**config.mk**
```make
export PLATFORM = sky130hd
export DESIGN_NAME = mem_stage_hs
export DESIGN_NICKNAME = d
export VERILOG_FILES = /design/src/rtl/mem_pkg.sv /design/src/rtl/mem_align.sv /design/src/rtl/mem_stage_hs.sv
export SDC_FILE = /design/constraint.sdc
export NUM_CORES = 1
export LEC_CHECK = 0
export ABC_AREA = 1
export CORE_ASPECT_RATIO = 1.25
export CORE_MARGIN = 2
export CORE_UTILIZATION = 43
export DETAILED_ROUTE_END_ITERATION = 10
export PLACE_DENSITY = 0.81
export SKIP_CTS_REPAIR_TIMING = 1
export SYNTH_ARGS = -nofsm -noshare
export SYNTH_HDL_FRONTEND = slang
export SYNTH_SLANG_ARGS = --single-unit
```
**constraint.sdc**
```tcl
create_clock -name clk -period 2.65 [get_ports clk]
set_clock_uncertainty 0.2 [all_clocks]
set_input_delay 0.3975 -clock clk [delete_from_list [all_inputs] [get_ports clk]]
set_output_delay 0.3975 -clock clk [all_outputs]
set_load 0.05 [all_outputs]
```
**src/rtl/mem_pkg.sv**
```systemverilog
// Shared encodings and constants for the MEM pipeline stage.
package mem_pkg;

    // Memory operation codes carried from EX.
    typedef enum logic [2:0] {
        OP_NONE = 3'd0,
        OP_LB   = 3'd1,
        OP_LBU  = 3'd2,
        OP_LH   = 3'd3,
        OP_LHU  = 3'd4,
        OP_LW   = 3'd5,
        OP_ST   = 3'd6
    } mem_op_e;

    // Store access size; 3 is unused and treated as a word.
    typedef enum logic [1:0] {
        SZ_BYTE = 2'd0,
        SZ_HALF = 2'd1,
        SZ_WORD = 2'd2
    } st_size_e;

    // Data-port access FSM.
    typedef enum logic [1:0] {
        S_IDLE = 2'd0,
        S_REQ  = 2'd1,
        S_WAIT = 2'd2,
        S_DONE = 2'd3
    } mem_state_e;

    localparam int STALL_MEM    = 3;
    localparam int STALL_WB     = 4;
    localparam int MEM_TO_WB_WD = 70;
    localparam int MEM_TO_RF_WD = 38;

    function automatic logic is_load_op(input logic [2:0] op);
        return (op >= OP_LB) && (op <= OP_LW);
    endfunction

    function automatic logic is_mem_op(input logic [2:0] op);
        return (op >= OP_LB) && (op <= OP_ST);
    endfunction

endpackage

```
**src/rtl/mem_align.sv**
```systemverilog
// Byte-lane alignment for the MEM stage: store strobes and replicated store
// data, load lane select with sign/zero extension, and misalignment check.
module mem_align
    import mem_pkg::*;
(
    input  logic [2:0]  mem_op,
    input  logic [1:0]  st_size,
    input  logic [1:0]  addr_lo,
    input  logic [31:0] st_data,
    input  logic [31:0] rdata,
    output logic [3:0]  wen,
    output logic [31:0] wdata,
    output logic [31:0] load_val,
    output logic        misaligned
);

    logic [7:0]  ld_byte;
    logic [15:0] ld_half;

    // Store strobes and lane-replicated store data.
    always_comb begin
        wen   = 4'b0000;
        wdata = 32'h0;
        if (mem_op == OP_ST) begin
            case (st_size)
                SZ_BYTE: begin
                    wen   = 4'b0001 << addr_lo;
                    wdata = {4{st_data[7:0]}};
                end
                SZ_HALF: begin
                    wen   = 4'b0011 << {addr_lo[1], 1'b0};
                    wdata = {2{st_data[15:0]}};
                end
                default: begin
                    wen   = 4'b1111;
                    wdata = st_data;
                end
            endcase
        end
    end

    // Little-endian lane select and extension of the captured read data.
    always_comb begin
        ld_byte  = 8'h0;
        load_val = 32'h0;
        case (addr_lo)
            2'd0:    ld_byte = rdata[7:0];
            2'd1:    ld_byte = rdata[15:8];
            2'd2:    ld_byte = rdata[23:16];
            default: ld_byte = rdata[31:24];
        endcase
        ld_half = addr_lo[1] ? rdata[31:16] : rdata[15:0];
        case (mem_op)
            OP_LB:   load_val = {{24{ld_byte[7]}}, ld_byte};
            OP_LBU:  load_val = {24'h0, ld_byte};
            OP_LH:   load_val = {{16{ld_half[15]}}, ld_half};
            OP_LHU:  load_val = {16'h0, ld_half};
            OP_LW:   load_val = rdata;
            default: load_val = 32'h0;
        endcase
    end

    // Halfword needs addr[0]==0, word needs addr[1:0]==0.
    always_comb begin
        misaligned = 1'b0;
        case (mem_op)
            OP_LH, OP_LHU: misaligned = addr_lo[0];
            OP_LW:         misaligned = (addr_lo != 2'b00);
            OP_ST: begin
                case (st_size)
                    SZ_BYTE: misaligned = 1'b0;
                    SZ_HALF: misaligned = addr_lo[0];
                    default: misaligned = (addr_lo != 2'b00);
                endcase
            end
            default:       misaligned = 1'b0;
        endcase
    end

endmodule

```
**src/rtl/mem_stage_hs.sv**
```systemverilog
// MEM pipeline stage with a req/gnt/rvalid data-memory port, in-stage
// alignment, misalignment detection and a bounded wait for read data.
//
// Handshake: data_req is a request-valid; the address/strobe/data bundle is
// held stable from the first cycle data_req is high until the cycle data_gnt
// is sampled high, which accepts it. A load then completes on the first cycle
// data_rvalid is high (which may be the grant cycle itself); stores complete
// at grant. rvalid has no ready: it is consumed or dropped the cycle it appears.
module mem_stage_hs
    import mem_pkg::*;
#(
    parameter int ADDR_W  = 32,
    parameter int TIMEOUT = 16,
    parameter int CNT_W   = $clog2(TIMEOUT + 1),
    parameter int STALL_W = 6
) (
    input  logic                    clk,
    input  logic                    rst,
    input  logic [STALL_W-1:0]      stall,
    input  logic [31:0]             ex_pc,
    input  logic [2:0]              ex_mem_op,
    input  logic [1:0]              ex_st_size,
    input  logic [ADDR_W-1:0]       ex_addr,
    input  logic [31:0]             ex_st_data,
    input  logic                    ex_rf_we,
    input  logic [4:0]              ex_rf_waddr,
    input  logic [31:0]             ex_result,
    output logic                    data_req,
    output logic                    data_we,
    output logic [ADDR_W-1:0]       data_addr,
    output logic [3:0]              data_wen,
    output logic [31:0]             data_wdata,
    input  logic                    data_gnt,
    input  logic                    data_rvalid,
    input  logic [31:0]             data_rdata,
    output logic                    stallreq_for_mem,
    output logic [MEM_TO_WB_WD-1:0] mem_to_wb_bus,
    output logic [MEM_TO_RF_WD-1:0] mem_to_rf_bus,
    output logic [1:0]              mem_excp,
    output logic [1:0]              dbg_state
);

    // Input register contents.
    logic [31:0]       pc_r;
    logic [2:0]        op_r;
    logic [1:0]        sz_r;
    logic [ADDR_W-1:0] addr_r;
    logic [31:0]       st_data_r;
    logic              rf_we_r;
    logic [4:0]        waddr_r;
    logic [31:0]       result_r;

    // Access tracking.
    mem_state_e        state;
    logic [CNT_W-1:0]  cnt;
    logic              done_r;
    logic              tmo_r;
    logic [31:0]       rdata_r;

    logic ld_bubble, ld_ex, ld_any;
    logic is_mem, is_store, is_load, pending, mis;
    logic [3:0]  al_wen;
    logic [31:0] al_wdata, al_load_val;
    logic        rf_we_out;
    logic [31:0] rf_wdata;

    assign ld_bubble = stall[STALL_MEM] & ~stall[STALL_WB];
    assign ld_ex     = ~stall[STALL_MEM];
    assign ld_any    = ld_bubble | ld_ex;

    // Input register: bubble, load from EX, or hold.
    always_ff @(posedge clk) begin
        if (rst || ld_bubble) begin
            pc_r      <= 32'h0;
            op_r      <= OP_NONE;
            sz_r      <= 2'b00;
            addr_r    <= '0;
            st_data_r <= 32'h0;
            rf_we_r   <= 1'b0;
            waddr_r   <= 5'h0;
            result_r  <= 32'h0;
        end else if (ld_ex) begin
            pc_r      <= ex_pc;
            op_r      <= ex_mem_op;
            sz_r      <= ex_st_size;
            addr_r    <= ex_addr;
            st_data_r <= ex_st_data;
            rf_we_r   <= ex_rf_we;
            waddr_r   <= ex_rf_waddr;
            result_r  <= ex_result;
        end
    end

    mem_align u_align (
        .mem_op     (op_r),
        .st_size    (sz_r),
        .addr_lo    (addr_r[1:0]),
        .st_data    (st_data_r),
        .rdata      (rdata_r),
        .wen        (al_wen),
        .wdata      (al_wdata),
        .load_val   (al_load_val),
        .misaligned (mis)
    );

    assign is_mem   = is_mem_op(op_r);
    assign is_store = (op_r == OP_ST);
    assign is_load  = is_load_op(op_r);
    assign pending  = is_mem & ~done_r;

    // Access FSM: issue, wait for grant, wait for data or timeout, then hold
    // the result until the pipeline moves a new instruction into MEM. A load
    // into the input register always restarts the FSM.
    always_ff @(posedge clk) begin
        if (rst) begin
            state   <= S_IDLE;
            cnt     <= '0;
            done_r  <= 1'b0;
            tmo_r   <= 1'b0;
            rdata_r <= 32'h0;
        end else if (ld_any) begin
            state  <= S_IDLE;
            cnt    <= '0;
            done_r <= 1'b0;
            tmo_r  <= 1'b0;
        end else begin
            case (state)
                S_IDLE, S_REQ: begin
                    if (pending) begin
                        if (mis) begin
                            done_r <= 1'b1;
                        end else if (data_gnt) begin
                            if (is_store) begin
                                state  <= S_DONE;
                                done_r <= 1'b1;
                            end else if (data_rvalid) begin
                                rdata_r <= data_rdata;
                                state   <= S_DONE;
                                done_r  <= 1'b1;
                            end else begin
                                state <= S_WAIT;
                                cnt   <= '0;
                            end
                        end else begin
                            state <= S_REQ;
                        end
                    end
                end
                S_WAIT: begin
                    if (data_rvalid) begin
                        rdata_r <= data_rdata;
                        state   <= S_DONE;
                        done_r  <= 1'b1;
                    end else begin
                        cnt <= cnt + 1'b1;
                        if (cnt == CNT_W'(TIMEOUT - 1)) begin
                            tmo_r  <= 1'b1;
                            state  <= S_DONE;
                            done_r <= 1'b1;
                        end
                    end
                end
                default: begin
                    state <= S_DONE;
                end
            endcase
        end
    end

    assign data_req   = pending & ~mis & ((state == S_IDLE) | (state == S_REQ));
    assign data_we    = is_store;
    assign data_addr  = {addr_r[ADDR_W-1:2], 2'b00};
    assign data_wen   = al_wen;
    assign data_wdata = al_wdata;

    assign stallreq_for_mem = pending & (state != S_DONE) & ~mis;

    // Never let forwarding or WB see a write until the load data is real.
    assign rf_we_out = rf_we_r & ~pending & ~(is_mem & mis) & ~tmo_r;
    assign rf_wdata  = is_load ? al_load_val : result_r;

    assign mem_to_wb_bus = {pc_r, rf_we_out, waddr_r, rf_wdata};
    assign mem_to_rf_bus = {rf_we_out, waddr_r, rf_wdata};
    assign mem_excp      = {tmo_r, is_mem & mis};
    assign dbg_state     = state;

endmodule

```
==> summary.txt, run 1 <==
Place
  • Dpl ws: approximately 130 ps
  • GPL Wtd Cong: approximately 0.85
  • Port Buffers: between 300 and 400
  • Detail Placement HPWL: 21.1 mm

Synthesis
  • Async SR Flop Fraction: 0%
  • Leading area contributor after synthesis: dfxtp_1
  • Mapped Area: ~8700 um^2
  • Yosys top cell area share: 41.4%
  • Ys Warns: 0
  • Post-synth EDFFs: 0
  • Synth area leaders: dfxtp_1 41%, nand2_1 18%, a21oi_1 9.8%, buf_4 6.5%, nor2_1 3.7%
  • Number of distinct library cells after synthesis: 39
  • Synth Area per Inst: a little over 7 um^2
  • Synthesized flop and latch total: between 150 and 200
  • Post-synthesis sequential area ratio: between 40% and 50%
  • Mapped Cells: 1237
  • Synth Flop Type: dfxtp_1

Timing
  • Final setup viols: 0
  • Pins Over Slew Limit: 0
  • Setup WS post-layout: 30.6 ps
  • Min Tclk post-route: 2620 ps
  • RSZ-0062 raised after global routing: yes
  • Fmax: 0.382 GHz
  • Worst-Margin Slew: ~700 ps
  • Slew HR: 52.5%
  • Fin. Hold Viols: 0
  • Setup TNS: 0 ps
  • Final worst path period share: 98.8%

Floorplan
  • Die area: between 20000 and 25000 um^2
  • Die H: ~160 um
  • I/O Pins: between 300 and 400
  • FP Rows: 58
  • Initial Util: around 43%
  • Die width: ~130 um
  • Core area: 20000 um^2

Worst setup path
  • Worst EP arrival: between 2000 and 2500 ps
  • FF-to-FF setup slack: around 420 ps
  • Crit start category: register
  • Reg2reg path depth: 12
  • Crit Path Max Fanout: 9
  • Worst R2R End: rdata_r[20]
  • CP Capture Type: output pin
  • CP Class: reg2out
  • CP required: a little over 2000 ps
  • Worst reg2reg path startpoint: op_r[0]

Hold path
  • Worst min-delay path class: in2reg
  • Hold Crit Start: stall[3]
  • Endpoint, Worst Hold: cnt[3]
  • Hold path depth: 3

GRT
  • Global routing's busiest layer: met2
  • M3 GR Usage: ~6.7%
  • First-pass GRT wire length: 45.8 mm
  • Number of global-route vias before repair: about 8600
  • Total global routing overflow: 0
  • Tot GR Track Use: a little over a quarter
  • Initial antenna violation count: 3
  • GR Util met2: between 40% and 50%
  • Largest net degree at the start of global routing: 140
  • Met1 usage: 32.9%

Clocking
  • CTS tree: yes
  • Clock root buffer master: clkbuf_16
  • TritonCTS Sinks: 180
  • Htree depth: 4
  • Clock-pin slew on the worst setup and hold paths: 80 ps
  • CTS max path bufs: 2
  • TritonCTS Buffers: 17
  • Clk_lat worst skew: 420 ps

Final layout
  • Final nets: around 1700
  • Final Util: ~67%
  • Share of layout cells above drive strength 1: a little under a fifth
  • Area added between synthesis and finish: 54.4%
  • Most frequent cells in the layout: 421 x nand2_1, 250 x clkdlybuf4s50_1, 175 x dfxtp_1
  • Commonest non-fill, non-tap cell in the layout: nand2_1

Power
  • PwrDens: between 500 and 600 nW/um^2
  • Total power: 0.00700 W
  • VDD IR max: approximately 450 uV
  • Leakage Power: roughly 5.4 nW

Run status
  • Outcome: finished clean

Detailed routing
  • Routed length per instance: 17.3 um
  • Vias per cell: 5.14
  • # DRC: 0
  • DR pass1 iterations: 6
  • 1st-iter DRT viols: roughly 800
  • Antenna Nets Post-Route: 0
  • Routed via count: ~9200
  • Post-Route WL: 31.0 mm

Flow run
  • Max-cap violations: 0
[stage by stage]
step,area [um^2],instances,hold slack [ps]
floorplan,8800,1238,236
global placement,12200,1742,242
detailed placement,12200,1742,246
CTS,12800,1774,232
global route,13400,1791,245
finish,13500,1792,238
[kinds of logic (layout without fill, tap and decap cells)]
group	after synthesis	in the layout	synth area share [%]
adders and majority gates	2	2	0.287
and+or+nand+nor	601	601	29.1
other	1	4	0.0431
buffers and inverters	211	493	13.4
DFF	180	180	41.4
xor gates and xnor gates	1	1	0.101
AOI/OAI and AO/OA	241	241	15.6
[synth_stat cells (2+ instances only)]
| cell type | instances |
|---|---|
| nand2_1 | 424 |
| dfxtp_1 | 180 |
| a21oi_1 | 171 |
| nor2_1 | 86 |
| buf_4 | 75 |
| inv_1 | 51 |
| clkbuf_1 | 44 |
| nor2_2 | 25 |
| buf_2 | 22 |
| nand4_1 | 21 |
| nand3_1 | 18 |
| o2111ai_1 | 16 |
| o21ai_0 | 13 |
| a22oi_1 | 10 |
| nand2_2 | 9 |
| o22ai_1 | 9 |
| o221ai_1 | 7 |
| nor3_1 | 6 |
| o211ai_1 | 6 |
| a21oi_2 | 5 |
| buf_1 | 5 |
| inv_2 | 5 |
| nand3_4 | 4 |
| o21ai_1 | 4 |
| buf_8 | 3 |
| buf_6 | 2 |
| ha_1 | 2 |
| inv_4 | 2 |
| nor3b_1 | 2 |
[layout make-up]
| class | instances | area, um^2 |
|---|---|---|
| Sequential cell | 180 | 3620 |
| Tap cell | 270 | 338 |
| Multi-Input combinational cell | 847 | 4330 |
| Timing Repair Buffer | 401 | 4300 |
| Fill cell | 1652 | 6580 |
| Clock buffer | 18 | 439 |
| Timing Repair inverter | 1 | 7.51 |
| Antenna cell | 2 | 5.00 |
| Clock inverter | 14 | 164 |
| Inverter | 59 | 253 |
[state kept, by name, indices dropped and copies added (netlist names), 2 cells and up]
name	flops
addr_r	32
cnt	5
dbg_state	2
op_r	3
pc_r	32
rdata_r	32
result_r	32
st_data_r	32
sz_r	2
waddr_r	5
[where the power goes]
part / internal (W) / total [W] / switching (W)
combinational: 0.000646 / 0.00156 / 0.000914
sequential: 0.00281 / 0.00288 / 0.0000690
clock: 0.00137 / 0.00256 / 0.00119
[worst max path at each step]
stage                    from                end  slack (ps)  depth (start not counted)
finish              addr_r[1]   mem_to_rf_bus[7]          30                          9
global route        addr_r[1]   mem_to_rf_bus[7]         -50                          9
CTS                 addr_r[1]  mem_to_wb_bus[16]        -340                          9
detailed placement  addr_r[1]  mem_to_rf_bus[31]         130                          9
global placement    addr_r[1]  mem_to_rf_bus[31]         140                          9
floorplan             op_r[0]     data_wdata[10]        -240                          7
[critical path: stages (launching register included)]
cell     delay [ps]
dfxtp_4         440
inv_6            60
nand2_4          60
o21ai_0          70
o22ai_1         140
inv_1           110
nand2_4         120
buf_12          150
nand4_1         200
buf_6           230
[metal layers]
metal	up-vias	share of wire, %	routed length, um
met5	-	0	0
met4	0	3.9	1210
met3	84	7.2	2220
met2	370	49	15300
met1	4283	40	12300
li1	4480	-	-
(Power assumes the default switching activity.)
==> inputs of run 2 (changes only) <==
CORE_AREA = 2 2 141 143   (was default)
CORE_ASPECT_RATIO = default   (was 1.25)
CORE_MARGIN = default   (was 2)
CORE_UTILIZATION = default   (was 43)
DIE_AREA = 0 0 143 145   (was default)
DONT_BUFFER_PORTS = 1   (was default)
PLACE_DENSITY = default   (was 0.81)
RECOVER_POWER = 25   (was default)
==> summary.txt, run 2 (synthesized netlist as in run 1, its figures left out) <==
Run status
  • Outcome: complete, but fails checks (was finished clean)
  • Failing checks: negative hold slack

Final layout
  • Commonest non-fill, non-tap cell in the layout: nand2_1 (unchanged)
  • Fillers: 1573 (was 1652)
  • Area added between synthesis and finish: 44.2% (was 54.4%)
  • Final nets: 1621 (was 1690)
  • Share of layout cells above drive strength 1: 16.8% (was 18.9%)
  • Final instance area: 12600 um^2 (was 13500 um^2)
  • FF/Latch Area: 3620 um^2 (unchanged)
  • Multi-input logic area: 4210 um^2 (was 4330 um^2)
  • Most frequent cells in the layout: 421 x nand2_1, 216 x dlygate4sd3_1, 175 x dfxtp_1 (was 421 x nand2_1, 250 x clkdlybuf4s50_1, 175 x dfxtp_1)

Detailed routing
  • Vias per cell: 5.25 (was 5.14)
  • 1st-iter DRT viols: 747 (was 786)
  • Routed via count: 9025 (was 9217)
  • Antenna Nets Post-Route: 0 (unchanged)
  • # DRC: 0 (unchanged)
  • Routed length per instance: 17.7 um (was 17.3 um)
  • Post-Route WL: 30.4 mm (was 31.0 mm)
  • DR pass1 iterations: 5 (was 6)

Timing
  • Worst hold slack: -4.09 ps (was 238 ps)
  • Fin. Hold Viols: 1 (was 0)
  • Final setup viols: 0 (unchanged)
  • Worst-Margin Slew: 1060 ps (was 709 ps)
  • Final worst path period share: 99.3% (was 98.8%)
  • Slew HR: 29.6% (was 52.5%)
  • Min Tclk post-route: 2630 ps (was 2620 ps)
  • Setup TNS: 0 ps (unchanged)
  • Fmax: 0.380 GHz (was 0.382 GHz)
  • RSZ-0062 raised after global routing: yes (unchanged)
  • Pins Over Slew Limit: 0 (unchanged)

Place
  • Area of placed instances: 9410 um^2 (was 12200 um^2)
  • Port Buffers: 0 (was 357)
  • GPL Wtd Cong: 0.868 (was 0.852)
  • Detail Placement HPWL: 18.5 mm (was 21.1 mm)

Power
  • P_sw: 0.00228 W (was 0.00217 W)
  • P_int: 0.00462 W (was 0.00483 W)
  • Leakage Power: 5.24 nW (was 5.43 nW)
  • Sequential power share: 44.1% (was 41.1%)
  • Clk pwr share: 38.6% (was 36.6%)
  • VDD IR max: 443 uV (was 448 uV)
  • Combinational fraction of design power: 17.3% (was 22.3%)
  • PwrDens: 550 nW/um^2 (was 520 nW/um^2)
  • Sw Share: 33.0% (was 31.0%)

Clocking
  • TritonCTS Buffers: 17 (unchanged)
  • Htree depth: 4 (unchanged)
  • Clock root buffer master: clkbuf_16 (unchanged)
  • TritonCTS Sinks: 180 (unchanged)
  • Clock-pin slew on the worst setup and hold paths: 80 ps (about the same)
  • CTS tree: yes (unchanged)
  • Clk_lat worst skew: 430 ps (was 420 ps)
  • CTS max path bufs: 2 (unchanged)

Worst setup path
  • CP Class: in2reg (was reg2out)
  • CP Capture Type: register (was output pin)
  • Crit start category: primary input (was register)
  • CP required: 2820 ps (was 2050 ps)
  • Worst EP arrival: 2800 ps (was 2020 ps)
  • Crit Path Max Fanout: 139 (was 9)

GRT
  • Total global routing overflow: 0 (unchanged)
  • Largest net degree at the start of global routing: 143 (was 140)
  • First-pass GRT wire length: 39.8 mm (was 45.8 mm)
  • Number of global-route vias before repair: 7206 (was 8605)
  • Tot GR Track Use: 24.5% (was 26.8%)
  • Initial antenna violation count: 3 (unchanged)

Floorplan
  • Core area: 19200 um^2 (was 20000 um^2)
  • FP Rows: 51 (was 58)
  • Die H: 145 um (was 163 um)
  • Die area: 20700 um^2 (was 21400 um^2)
  • Initial Util: 45.3% (was 43.5%)
  • Die width: 143 um (was 131 um)
  • I/O Pins: 364 (unchanged)

Flow run
  • Max-cap violations: 0 (unchanged)

Hold path
  • Worst min-delay path class: in2reg (unchanged)
[run 2: cell count changes in the layout (fill, tap and decap cells not counted), moves of 5 or more]
cell / delta
buf_6: -13
dlygate4sd3_1: +216
o2111ai_2: +5
inv_6: -6
buf_12: -11
o2111ai_4: -5
clkinv_8: +5
buf_4: -14
clkdlybuf4s50_1: -250
[run 2: final timing paths]
path,to,cells past startpoint,startpoint,slack (ps)
setup / recovery,result_r[4],5,stall[3],20
setup reg to reg,pc_r[12],4,pc_r[12],280
hold / removal,tmo_r,3,data_rvalid,-4
hold reg to reg,result_r[2],2,result_r[2],270
[run 2: final cells by class]
class	instances	area share, %
antenna	2	0.0398
clock buffer	18	3.50
clock inverter	14	1.57
inverter	59	1.87
multi-input combinational	847	33.5
sequential	180	28.8
tap	265	2.64
timing repair buffer	333	28.0
[run 2: through the flow]
stage / util, % / hold WS [ps] / std cells / worst slack (ps) / total power (W)
after global placement: 49.0 / 251 / 1459 / 330 / 0.00395
after global routing: 65.4 / 6.05 / 1718 / -71.7 / 0.00713
after detailed placement: 49.0 / 254 / 1459 / 306 / 0.00396
final: 65.4 / -4.09 / 1718 / 19.5 / 0.00690
after floorplan: - / 236 / 1238 / -240 / 0.00381
after CTS: 52.3 / -203 / 1491 / -177 / 0.00661
[run 2: power by group through the flow]
stage / Combinational (W) / Clock (W) / Sequential [W]
after floorplan: 0.000793 / 0 / 0.00301
after global placement: 0.000849 / 0 / 0.00310
after detailed placement: 0.000858 / 0 / 0.00310
after CTS: 0.000859 / 0.00271 / 0.00304
after global routing: 0.00127 / 0.00280 / 0.00305
final: 0.00119 / 0.00267 / 0.00304
[run 2: worst max-delay path, cell delays in order]
cell and delay (ps):
inv_2 750, o21ai_0 310, buf_12 300, a21oi_1 270, dlygate4sd3_1 600
[run 2: routing by layer]
layer | part of all wire (%) | GRT usage, % | up-vias | wire [um]
met4 | 2.5 | 7.18 | 2 | 771
met5 | 0.036 | 0 | - | 11
met3 | 7.9 | 9.50 | 58 | 2390
li1 | - | - | 4343 | -
met1 | 41 | 32.0 | 4227 | 12600
met2 | 48 | 37.3 | 395 | 14600
==> inputs of run 3 (changes only) <==
SLEW_MARGIN = 20   (was default)
==> results of run 3 <==
Same layout as run 2: the final DEF is identical, and so are final timing and power.
